<file path="src/rtl/wu_fetch.sv">
// wu_fetch: WU instruction fetch stage, sequential reads with decode stall,
// end-of-WU drain/flush and a per-WU issued-instruction counter.
module wu_fetch #(
    parameter int AW      = 10,
    parameter int MEM_LAT = 2,
    parameter int CNT_W   = 16
) (
    input  logic             clk,
    input  logic             reset_poweron_n,
    input  logic             mcntl__wuf__start,
    input  logic [AW-1:0]    mcntl__wuf__start_addr,
    output logic             wuf__mcntl__ready,
    output logic [AW-1:0]    wuf__wum__addr,
    output logic             wuf__wum__read,
    input  logic             wud__wuf__stall,
    input  logic             wud__wuf__done,
    output logic             wuf__wud__flush,
    output logic             wuf__mcntl__complete,
    output logic [CNT_W-1:0] wuf__stat__count
);
    localparam int DW = $clog2(MEM_LAT + 2);
    typedef enum logic [1:0] {IDLE, FETCH, STALL, DRAIN} state_t;
    state_t state, state_nx;
    logic [AW-1:0] pc, pc_nx, addr_nx, issue_pc;
    logic [CNT_W-1:0] count_nx, base_count;
    logic [DW-1:0] dcnt, dcnt_nx;
    logic busy, issue, read_nx, flush_nx, complete_nx;

    // A start in IDLE issues its first read on the same edge, so the read shows the cycle after start.
    always_comb begin
        busy        = state == FETCH || state == STALL;
        issue       = (state == IDLE && mcntl__wuf__start) || (busy && !wud__wuf__done && !wud__wuf__stall);
        issue_pc    = state == IDLE ? mcntl__wuf__start_addr : pc;
        base_count  = state == IDLE ? '0 : wuf__stat__count;
        state_nx    = state;
        pc_nx       = pc;
        addr_nx     = wuf__wum__addr;
        count_nx    = wuf__stat__count;
        dcnt_nx     = dcnt;
        read_nx     = 1'b0;
        flush_nx    = 1'b0;
        complete_nx = 1'b0;
        if (issue) begin
            state_nx = FETCH;
            read_nx  = 1'b1;
            addr_nx  = issue_pc;
            pc_nx    = issue_pc + AW'(1);
            count_nx = &base_count ? base_count : base_count + CNT_W'(1);
        end else if (busy && wud__wuf__done) begin
            state_nx = DRAIN;
            flush_nx = 1'b1;
            dcnt_nx  = DW'(MEM_LAT + 1);
        end else if (busy) begin
            state_nx = STALL;
        end else if (state == DRAIN) begin
            dcnt_nx     = dcnt - DW'(1);
            flush_nx    = dcnt != DW'(1);
            complete_nx = dcnt == DW'(2);
            state_nx    = dcnt == DW'(1) ? IDLE : DRAIN;
        end
    end

    always_ff @(posedge clk) begin
        if (!reset_poweron_n) begin
            state                <= IDLE;
            pc                   <= '0;
            dcnt                 <= '0;
            wuf__mcntl__ready    <= 1'b1;
            wuf__wum__read       <= 1'b0;
            wuf__wum__addr       <= '0;
            wuf__wud__flush      <= 1'b0;
            wuf__mcntl__complete <= 1'b0;
            wuf__stat__count     <= '0;
        end else begin
            state                <= state_nx;
            pc                   <= pc_nx;
            dcnt                 <= dcnt_nx;
            wuf__mcntl__ready    <= state_nx == IDLE;
            wuf__wum__read       <= read_nx;
            wuf__wum__addr       <= addr_nx;
            wuf__wud__flush      <= flush_nx;
            wuf__mcntl__complete <= complete_nx;
            wuf__stat__count     <= count_nx;
        end
    end
endmodule

</file>
<file path="config.mk">
export PLATFORM = sky130hd
export DESIGN_NAME = wu_fetch
export DESIGN_NICKNAME = d
export VERILOG_FILES = /design/src/rtl/wu_fetch.sv
export SDC_FILE = /design/constraint.sdc
export NUM_CORES = 1
export LEC_CHECK = 0
export ABC_AREA = 1
export ABC_CLOCK_PERIOD_IN_PS = 2500
export BUFFER_PORTS_ARGS = -buffer_cell sky130_fd_sc_hd__buf_2
export CORE_MARGIN = 2
export CORE_UTILIZATION = 45
export CTS_BUF_LIST = sky130_fd_sc_hd__clkbuf_8
export DETAILED_ROUTE_END_ITERATION = 10
export PLACE_DENSITY = 0.67
export RECOVER_POWER = 100
export SLEW_MARGIN = 10
export SYNTH_ARGS = -nofsm -noshare
export SYNTH_HDL_FRONTEND = slang
export SYNTH_SLANG_ARGS = --single-unit
</file>
<file path="constraint.sdc">
create_clock -name clk -period 2.5 [get_ports clk]
set_input_delay 0.5 -clock clk [delete_from_list [all_inputs] [get_ports clk]]
set_output_delay 0.5 -clock clk [all_outputs]
set_load 0.01 [all_outputs]
</file>
# Yosys cells after proc, flatten, opt, wreduce, memory -nomap -nowiden

Cells that the tools add are included.

Register bits: 44
Latch bits: 0
Memory bits (writable): 0
Memory bits (read-only): 0
Input bits: 15
Output and inout bits: 30
Word-level logic and storage cells: 52
Memories: 0

Add/sub/neg operators: 3
Multipliers: 0
Divide/modulo/power cells: 0
Magnitude comparators: 0
Equality and inequality tests: 7
Shifts and indexed selects: 0
Mux-type cells: 15
Bitwise logic cells: 3
Reduce and logical (&&, ||, !) cells: 15

Operators with widths:

| operator              | number |
|---|---|
| $mux 16               | 2 |
| $add 16x1->16 const B | 1 |
| $mux 2                | 8 |
| $reduce_and 16->1     | 1 |
| $add 10x1->10 const B | 1 |
| $mux 10               | 1 |
| $eq 2x2->1 const B    | 3 |
| $reduce_or 5->1       | 1 |
| $eq 2x1->1 const B    | 2 |
| $logic_and 1x1->1     | 4 |
| $logic_not 2->1       | 2 |
| $mux 1                | 4 |
| $ne 2x1->1 const B    | 2 |
| $not 1->1             | 3 |
| $reduce_and 3->1      | 1 |
| $logic_not 1->1       | 2 |
| $logic_or 1x1->1      | 2 |
| $reduce_bool 2->1     | 1 |
| $reduce_or 2->1       | 1 |
| $sub 2x1->2 const B   | 1 |

# Logic depth before layout (Yosys ltp)

Gate-level depths: netlist of run 1.

Depth after elaboration: 7
Depth in mapped cells: 17

# Worst setup path after synthesis of run 1

OpenSTA, ideal clock, no wires.

Path kind: register -> register
Start: register state[0]
End: register wuf__stat__count[0]
Setup time: 0.121 ns
Data arrival time: 1.925 ns
Slack: 0.454 ns
Cell stages (with the launch flop): 15
Clock period less this slack: 2.046 ns
Cell sequence: dfxtp_1 -> inv_1 -> ha_1 -> inv_2 -> buf_6 -> buf_6 -> nand2_1 -> inv_1 -> ha_1 -> nand4_1 -> nor2_4 -> nand4_4 -> buf_6 -> nor2_1 -> o21ai_0

Cells in the longest elaborated chain, start to end: 5
Elaborated cells between the ends (all ways): 12
Classes of those cells: add/sub (1); eq/ne (2); mux (2); reduce/logical (7)

RTL lines:

| what                                                  | line | source |
|---|---|---|
| from (decl)                                           | 23   | `state_t state, state_nx;` |
| from (signal assigned)                                | 75   | `state <= state_nx;` |
| branches (longest 5 deep; another with $add 16x1->16) | --   |  |
| to (signal assigned)                                  | 83   | `wuf__stat__count <= count_nx;` |
| to (decl)                                             | 19   | `output logic [CNT_W-1:0] wuf__stat__count` |

Parallel ways; which one is timed is not known.
A chain may end at the register's enable or synchronous reset.

# Final worst setup path of run 1

Start: register state[0]
End: register wuf__stat__count[1]

The elaborated chain is that of the path after synthesis.

==> results of run 1 <==
sequential cells by signal, summed over array words and instances (netlist names):
register,count
wuf__wud__flush,1
dcnt,2
wuf__wum__read,1
wuf__wum__addr,10
wuf__mcntl__complete,1
wuf__mcntl__ready,1
state,2
pc,10
wuf__stat__count,16
worst max path at each step:
stage	startpoint	end	slack, ps	cells after the start
2_1_floorplan	state[0]	wuf__stat__count[0]	450	14
3_3_place_gp	state[0]	wuf__stat__count[13]	520	13
3_5_place_dp	state[0]	pc[8]	470	11
4_1_cts	state[0]	wuf__stat__count[13]	460	13
5_1_grt	state[0]	wuf__stat__count[0]	110	10
6_report	state[0]	wuf__stat__count[1]	410	10
critical path: cells and delay by family (launching register included):
| kind | cells | cell delay [ps] |
|---|---|---|
| AOI/OAI and AO/OA | 1 | 150 |
| adders and majority gates | 1 | 190 |
| buffers and inverters | 4 | 940 |
| DFF | 1 | 320 |
| and+or+nand+nor | 4 | 420 |
per-layer routing:
metal	part of all wire, %	track usage (%)
met5	0	0
met2	47	33.4
met3	4.1	4.65
met1	48	24.2
met4	1.6	7.14
Yosys cell counts (2+ instances only):
cell	instances	area share, %
a211oi_1	2	0.61
xnor2_1	3	1.1
nor3_1	5	1.0
nand2_1	110	17
ha_1	6	3.1
o211ai_1	2	0.61
inv_1	51	7.8
dfxtp_1	44	36
nor2_1	39	6.0
a22o_1	2	0.71
o21ai_0	18	3.7
nand3_1	40	8.2
buf_6	5	2.3
o21ai_2	2	0.71
buf_2	6	1.2
a21oi_1	8	1.6
o22ai_1	4	1.0
nand4_1	5	1.3
nor2_2	4	1.0
nor2_4	2	0.92
o21ai_1	4	0.82
power breakdown:
group	total, mW	internal, mW	switching, mW
sequential	0.917	0.850	0.0673
combinational	0.991	0.297	0.695
clock	0.585	0.327	0.258
total	2.49	1.47	1.02
through the flow:
step           hold slack (ps)  setup WS (ps)  total power, mW  instance area [um^2]  utilization [%]
2_1_floorplan              442            454             1.74                  2450                -
3_3_place_gp               432            521             1.95                  2720             52.7
3_5_place_dp               440            465             1.96                  2720             52.7
4_1_cts                    463            458             2.55                  2850             55.0
5_1_grt                    479            109             2.71                  2790             54.0
6_report                   462            411             2.49                  2790             54.0
kinds of logic after synthesis:
| family | after synthesis | share of synthesized area [%] |
|---|---|---|
| AND/OR/NAND/NOR | 210 | 37.3 |
| buffers and inverters | 65 | 11.9 |
| AO/OA/AOI/OAI | 44 | 10.4 |
| flip-flops | 44 | 35.9 |
| adder cells (fa/ha/maj) | 6 | 3.06 |
| XOR/XNOR | 4 | 1.43 |
cell type report:
class / count / area share (%)
clock buffer: 6 / 2.96
clock inverter: 2 / 1.39
inverter: 52 / 6.99
multi-input combinational: 264 / 45.7
sequential: 44 / 31.5
tap: 70 / 3.13
timing repair buffer: 52 / 8.28
==> reports/results.ini, run 1 <==
[pwr]
vdd_ir_drop_max_v = 0.000698
p_leak_nw = 1.20
p_per_area_mw_per_mm2 = 892

[floorplan]
die-area_mm2 = 0.00606
ioPinCount = 45
start_util_pct = 47.4
die_h_um = 77.8
die_w_um = 77.8
core_mm2 = 0.00517
placementRows = 26

[yosys]
synthArstFlopShare_pct = 0
synth_cell_type_count = 32
synth_seq_cells = 44
yosys_warnings = 0
synth_edf_count = 0
ys_seq_area_share_pct = 35.9
avgSynthCellArea_um2 = 6.58
synth_area_mm2 = 0.00245
syn_nets = 394
synthCells = 373
synthFlopType = dfxtp_1

[clocking]
root_buffer = clkbuf_8
clk_path_buf_depth = 2
htree_levels = 2
clock_sinks = 44
cts_setup_buffers = 0
clkLatencyLatePin_ps = 300
cts_resized = 0
numCtsBuffers = 5
postCtsHoldBufs = 0
cts_tree = done
clk_pin_slew_ps = 90

[worst_setup_path]
cpMaxStageDelayCell = clkbuf_1
critPathMaxFanout = 29
slowest_delay_ps = 440
arrival_ps = 2320
regToRegEndpoint = wuf__stat__count[1]
timing.rr.start = state[0]
cp-start-kind = flop
crit_chain = inv_1 > ha_1 > buf_4 > nand2_1 > nand2_1 > nand2_1 > inv_1 > clkbuf_1 > nand2_1 > o21ai_0
cp-end-kind = flop
cp.required_ps = 2730
r2r_cells = 10
regToRegSetupSlack_ps = 410
crit_top_cell = nand2_1
worstSetupPathType = flop to flop

[timing]
finalCritPeriodShare_pct = 83.6
tns_ps = 0
setup_viol = 0
fmax_mhz = 479
slew_headroom_pct = 59.3
period_minus_slack_ps = 2090
tightest_slew_ps = 610
skew_ps = 5.43
hold_viol_final = 0
finalMaxSlewViolations = 0
rsz0062_at_grt = false

[final_layout]
finalNetCount = 440
fill_cells = 543
area_delta_synth_final_pct = 13.9
fin_cells = 490
most-common-layout-cells = nand2_1, inv_1, dfxtp_1, nor2_1, nand3_1
seq_area_um2 = 881
drive_gt1_share_pct = 9.05
num_antenna_cells = 0
multi_input_area_mm2 = 0.00128
layout_commonest_cell = nand2_1

[grt]
grt_pass1_wl_um = 9690
grt_pass1_vias = 2252
overflow = 0
grt_max_degree = 30
antenna_found_initial = 0
grt_usage_pct = 19.7

[drt]
drt-total-wl_um = 5530
vias = 2368
drtAntennaViolNets = 0
drc_errors = 0
drt_first_pass_iters = 4
wl_per_cell_um = 11.3
viasPerCell = 4.83
first_iter_violations = 107

[worst_hold_path]
hold_start = wuf__wum__addr[0]
min_path_cells = 2
min_path_type = flop to flop
hold_end = wuf__wum__addr[0]

[place]
dp_hpwl_um = 4110
dp_cells = 482
gp_congestion = 0.898
port_buffers = 44

[job]
max_cap_viol_count = 0

[status]
run_status = finished, final reports clean

Note: power is estimated with default switching activity, not from simulation.
==> run 2: changes to the inputs <==
- ABC_CLOCK_PERIOD_IN_PS: 2500 -> 2100
- clock period: 2.5 -> 2.1 ns (I/O delays scaled with it)
==> reports/results.ini, run 2 (synthesis results as in run 1) <==
[status]
run_status = finished, final reports clean

[timing]
period_minus_slack_ps = 1970  ; -121 ps
finalMaxSlewViolations = 0  ; unchanged
skew_ps = 11.3  ; +5.85 ps
slew_headroom_pct = 73.2  ; +14 points
tightest_slew_ps = 401  ; -208 ps
tns_ps = 0  ; unchanged
setup_viol = 0  ; unchanged
whs_ps = 403  ; -59.5 ps
fmax_mhz = 508  ; +6.2%
finalCritPeriodShare_pct = 93.7  ; +10 points
hold_viol_final = 0  ; unchanged

[final_layout]
top_register = wuf__stat__count
layout_commonest_cell = nand2_1
multi_input_area_mm2 = 0.00138  ; +8.0%
fill_cells = 505  ; -7.0%
seq_area_um2 = 882  ; +0.14%
reg_top3 = wuf__stat__count: 16 flops, pc: 10 flops, wuf__wum__addr: 10 flops
stdcell_area_mm2 = 0.00299  ; +6.9%
area_delta_synth_final_pct = 21.7
largest_reg_flops = 16  ; unchanged
finalNetCount = 451  ; +2.5%
most-common-layout-cells = nand2_1, inv_1, dfxtp_1, nand3_1, nor2_1
drive_gt1_share_pct = 13.9  ; +4.9 points
fin_cells = 501  ; +2.2%
num_antenna_cells = 0  ; unchanged

[worst_setup_path]
crit_chain = inv_1 > ha_4 > inv_2 > nand2_1 > inv_1 > ha_4 > nand4_1 > nor2_4 > buf_4 > nand4_4 > nand2_1 > nand2_1 > o21ai_0
critPathMaxFanout = 5  ; -83%
slowest_delay_ps = 330  ; -110 ps
regToRegSetupSlack_ps = 130  ; -280 ps
cp-start-kind = flop
cp-end-kind = flop
arrival_ps = 2190  ; -130 ps
crit_top_cell = nand2_1
timing.rr.start = state[0]
worstSetupPathType = flop to flop
cp.required_ps = 2330  ; -400 ps
cpMaxStageDelayCell = dfxtp_1
startpoint = state[0]

[drt]
drt-total-wl_um = 6160  ; +11%
wl_per_cell_um = 12.3  ; +8.8%
viasPerCell = 5.01  ; +3.7%
first_iter_violations = 233  ; +120%
drc_errors = 0  ; unchanged
drtAntennaViolNets = 0  ; unchanged
vias = 2510  ; +6.0%
drt_first_pass_iters = 5  ; +1

[pwr]
report.power.total_mw = 3.17  ; +27%
vdd_ir_drop_max_v = 0.000729  ; +4.4%
p_per_area_mw_per_mm2 = 1060  ; +19%
p_leak_nw = 1.30  ; +8.2%

[clocking]
clk_pin_slew_ps = 90  ; about the same
clkLatencyLatePin_ps = 300  ; about the same
postCtsHoldBufs = 0  ; unchanged
numCtsBuffers = 5  ; unchanged
root_buffer = clkbuf_8
htree_levels = 2  ; unchanged
clk_path_buf_depth = 2  ; unchanged
cts_tree = done
clock_sinks = 44  ; unchanged

[place]
gp_congestion = 0.879  ; -2.1%
dp_hpwl_um = 4190  ; +2.0%
dp_cells = 485  ; +0.62%
port_buffers = 44  ; unchanged
dpl_cell_area_mm2 = 0.00276  ; +1.3%

[floorplan]
placementRows = 26  ; unchanged
die_h_um = 77.8  ; unchanged
die-area_mm2 = 0.00606  ; unchanged
core_mm2 = 0.00517  ; unchanged
start_util_pct = 47.4  ; unchanged
die_w_um = 77.8  ; unchanged
ioPinCount = 45  ; unchanged

[grt]
overflow = 0  ; unchanged
grt_max_degree = 30  ; unchanged
grt_usage_pct = 20.1  ; +0.40 points
grt_pass1_vias = 2204  ; -2.1%
antenna_found_initial = 0  ; unchanged
grt_pass1_wl_um = 9820  ; +1.3%

[job]
max_cap_viol_count = 0  ; unchanged

[worst_hold_path]
min_path_type = primary input to flop
hold_start = reset_poweron_n

run 2: cell count changes in the layout (fill, tap and decap cells not counted), sizes merged:
| cell | delta |
|---|---|
| clkbuf | -3 |
| buf | +10 |
| inv | +1 |
| nand4 | +3 |
run 2: layout make-up:
class	count	share of cell area [%]
clock buffer	5	2.31
clock inverter	3	1.30
inverter	52	6.54
multi-input combinational	267	46.2
sequential	44	29.5
tap	70	2.93
timing repair buffer	60	11.1
run 2: stage by stage:
step	utilization (%)	worst slack [ps]
detailed placement	53.3	48.4
global route	57.7	-27.2
global placement	53.3	123
CTS	55.4	25.3
finish	57.7	132
floorplan	-	54.1
run 2: what timing repair did:
action | CTS | global route
gates resized for setup | 0 | 15
buffers inserted | 0 | 4
endpoints found under the setup margin | 0 | 19
run 2: worst paths after layout:
check,to,cells past startpoint
worst max register to register,wuf__stat__count[0],13
worst min register to register,wuf__wum__addr[6],2
worst min-delay path,pc[0],3
worst max-delay path,wuf__stat__count[0],13
run 2: worst max-delay path: cells and delay by family (launching register included):
family | cells | cell delay, ps
flops | 1 | 330
simple gates | 6 | 620
buf+inv | 4 | 450
fa+ha+maj | 2 | 360
compound gates | 1 | 140
run 2: layer usage:
| layer | routed length, um | vias to the layer above | GRT usage, % |
|---|---|---|---|
| met5 | 0 | - | 0 |
| met1 | 2730 | 1125 | 24.8 |
| met4 | 110 | 0 | 5.89 |
| li1 | - | 1315 | - |
| met2 | 2990 | 61 | 35.1 |
| met3 | 328 | 9 | 3.95 |
run 2: where the power goes:
part	switching [mW]	leakage [nW]	internal, mW
Combinational	0.902	0.885	0.531
Clock	0.290	0.0593	0.348
Sequential	0.0831	0.359	1.01
Total	1.27	1.30	1.89
==> run 3: changes to the inputs <==
- ABC_AREA: 1 -> not set
- PLACE_DENSITY: 0.67 -> 0.66
==> reports/results.ini, run 3 <==
[drt]
viasPerCell = 5.99  ; +19%
vias = 2628  ; +4.7%
wl_per_cell_um = 16.6  ; +35%
drc_errors = 0  ; unchanged
drt_first_pass_iters = 4  ; -1
first_iter_violations = 167  ; -28%
drt-total-wl_um = 7280  ; +18%
drtAntennaViolNets = 0  ; unchanged

[final_layout]
finalNetCount = 387  ; -14%
largest_reg_flops = 16  ; unchanged
num_antenna_cells = 0  ; unchanged
most-common-layout-cells = dfxtp_1, nand2_1, nor2_1, clkbuf_1, buf_4
fin_util_pct = 58.5  ; +0.75 points
top_register = wuf__stat__count
fin_cells = 439  ; -12%
reg_top3 = wuf__stat__count: 16 flops, pc: 10 flops, wuf__wum__addr: 10 flops
layout_commonest_cell = dfxtp_1
area_delta_synth_final_pct = 25.6
drive_gt1_share_pct = 27.0  ; +13 points

[timing]
finalMaxSlewViolations = 0  ; unchanged
worst_slack_ps = 50.1  ; -82.0 ps
setup_viol = 0  ; unchanged
tns_ps = 0  ; unchanged
finalCritPeriodShare_pct = 97.6  ; +3.9 points
tightest_slew_ps = 486  ; +84.4 ps
hold_viol_final = 0  ; unchanged
slew_headroom_pct = 66.7  ; -6.5 points
fmax_mhz = 488  ; -4.0%
skew_ps = 12.0  ; +0.738 ps
whs_ps = 450  ; +47.1 ps
rsz0062_at_grt = true
period_minus_slack_ps = 2050  ; +82.0 ps

[worst_hold_path]
min_path_type = primary input to flop

[pwr]
p_leak_nw = 1.24  ; -4.7%
pwr-share-comb_pct = 49.6  ; +4.4 points
switching_share_pct = 40.2  ; -0.071 points
pwr-share-seq_pct = 31.8  ; -2.8 points
p_clk_share_pct = 18.6  ; -1.5 points
internal-power_mw = 2.25  ; +19%
p_per_area_mw_per_mm2 = 1170  ; +10%
vdd_ir_drop_max_v = 0.000835  ; +15%
switching_power_mw = 1.51  ; +19%

[floorplan]
ioPinCount = 45  ; unchanged
start_util_pct = 46.6  ; -0.88 points
placementRows = 27  ; +3.8%
die_h_um = 79.5  ; +2.1%
core_mm2 = 0.00551  ; +6.5%
die_w_um = 79.5  ; +2.1%
die-area_mm2 = 0.00632  ; +4.3%

[yosys]
synth_cell_type_count = 62  ; +94%
synthMuxAreaShare_pct = 4.39  ; +4.4 points
synthCells = 305  ; -18%
synthTopCellsByArea = dfxtp_1, a211oi_1, nand3_1
synth_edf_count = 0  ; unchanged
yosys.area_share.adder_pct = 2.93  ; -0.13 points
synthXorXnorAreaFrac_pct = 0  ; -1.4 points
avgSynthCellArea_um2 = 8.41  ; +28%
synth_seq_cells = 44  ; unchanged
synth_top_area_share_pct = 34.4  ; -1.5 points
yosysMostFrequentCell = dfxtp_1
syn_nets = 326  ; -17%
ys_seq_area_share_pct = 34.4  ; -1.5 points
synth_compound_area_share_pct = 22.1  ; +12 points
synth_common_cells = dfxtp_1, nand2_1, nor2_1, nand3_1, a21oi_1
synthFlopType = dfxtp_1
synth_top_family_by_area = simple AND/OR/NAND/NOR gates
synth_top_area_cell = dfxtp_1
yosys_warnings = 0  ; unchanged
synth_area_mm2 = 0.00256  ; +4.5%
synthArstFlopShare_pct = 0  ; unchanged
yosys.area_share.simple_pct = 30.6  ; -6.7 points

[clocking]
clk_path_buf_depth = 2  ; unchanged
clock_sinks = 44  ; unchanged
cts_tree = done
root_buffer = clkbuf_8
clk_pin_slew_ps = 90  ; about the same
clkLatencyLatePin_ps = 300  ; about the same
htree_levels = 2  ; unchanged
numCtsBuffers = 5  ; unchanged
postCtsHoldBufs = 0  ; unchanged

[grt]
antenna_found_initial = 0  ; unchanged
grt_usage_pct = 23.4  ; +3.3 points
grt_pass1_vias = 2492  ; +13%
overflow = 0  ; unchanged
grt_pass1_wl_um = 11800  ; +20%
grt_max_degree = 23  ; -23%

[worst_setup_path]
cp-end-kind = flop
arrival_ps = 2260  ; +70 ps
crit_buf_inv = 3  ; -1
path_delay_family = compound AO/OA/AOI/OAI gates
cp-start-kind = flop
critPathMaxFanout = 6  ; +1
cpMaxStageDelayCell = o41a_1
worstSetupPathType = flop to flop
cp.required_ps = 2310  ; -20 ps
slowest_delay_ps = 410  ; +80 ps
crit_chain = inv_2 > ha_4 > buf_6 > buf_4 > nand4b_1 > and2_4 > o41a_1 > o41ai_2

[place]
dp_hpwl_um = 5130  ; +22%
gp_congestion = 0.966  ; +9.9%
port_buffers = 44  ; unchanged
place_ws_ps = 7.68  ; -40.7 ps
dp_cells = 426  ; -12%

[status]
run_status = finished, final reports clean

[job]
max_cap_viol_count = 0  ; unchanged

==> run 3: cell types whose count changed in the layout (fill, tap and decap cells not counted), sizes merged, moves of 5 or more <==
cell	delta
nand2	-84
inv	-43
buf	+20
nand3	-20
nor2	-20
o21ai	-14
a211oi	+13
a21oi	+10
mux2i	+9
and2	+7
clkbuf	-6
nand4b	+5
==> run 3: power groups by stage <==
stage / logic, mW / registers [mW] / clock network [mW]
2_1_floorplan: 1.22 / 1.24 / 0
3_3_place_gp: 1.73 / 1.19 / 0
3_5_place_dp: 1.75 / 1.20 / 0
4_1_cts: 1.76 / 1.19 / 0.718
5_1_grt: 2.05 / 1.22 / 0.754
6_report: 1.86 / 1.20 / 0.701
==> run 3: final timing paths <==
check	startpoint	endpoint	slack (ps)	depth (start not counted)
setup / recovery	state[1]	pc[9]	50	8
hold / removal	wud__wuf__done	state[0]	450	3
setup reg to reg	state[1]	pc[9]	50	8
hold reg to reg	wuf__wum__addr[1]	wuf__wum__addr[1]	470	2
==> run 3: metal layers <==
layer | up-vias | GRT usage (%) | routed length (um)
met3 | 9 | 3.05 | 453
li1 | 1281 | - | -
met5 | - | 0 | 0
met2 | 95 | 36.8 | 3420
met4 | 0 | 7.59 | 101
met1 | 1243 | 33.0 | 3310
==> run 3: worst min-delay path, cell delays in order <==
cell	delay, ps
buf_2	130
nand2_1	90
a21oi_1	70
==> run 3: timing repair <==
action,in CTS,in global routing
pin swaps,0,9
gates resized for setup,2,21
setup endpoints to repair,1,15
buffers inserted,0,5
==> run 3: through the flow <==
step | power [mW] | instance area [um^2]
floorplan | 2.46 | 2630
detailed placement | 2.95 | 3010
global route | 4.03 | 3220
finish | 3.76 | 3220
CTS | 3.67 | 3140
global placement | 2.92 | 3010
==> run 3: cell families (layout without fill, tap and decap cells) <==
kind of cell,after synthesis,after routing
flops,44,44
compound gates,80,80
simple gates,135,135
fa+ha+maj,6,6
buf+inv,29,91
mux,11,11
==> run 3: final cells by class <==
class	count	area [um^2]
Clock buffer	6	82.6
Clock inverter	2	38.8
Multi-Input combinational cell	232	1650
Timing Repair Buffer	73	438
Inverter	10	37.5
Tap cell	72	90.1
Fill cell	532	2290
Sequential cell	44	883
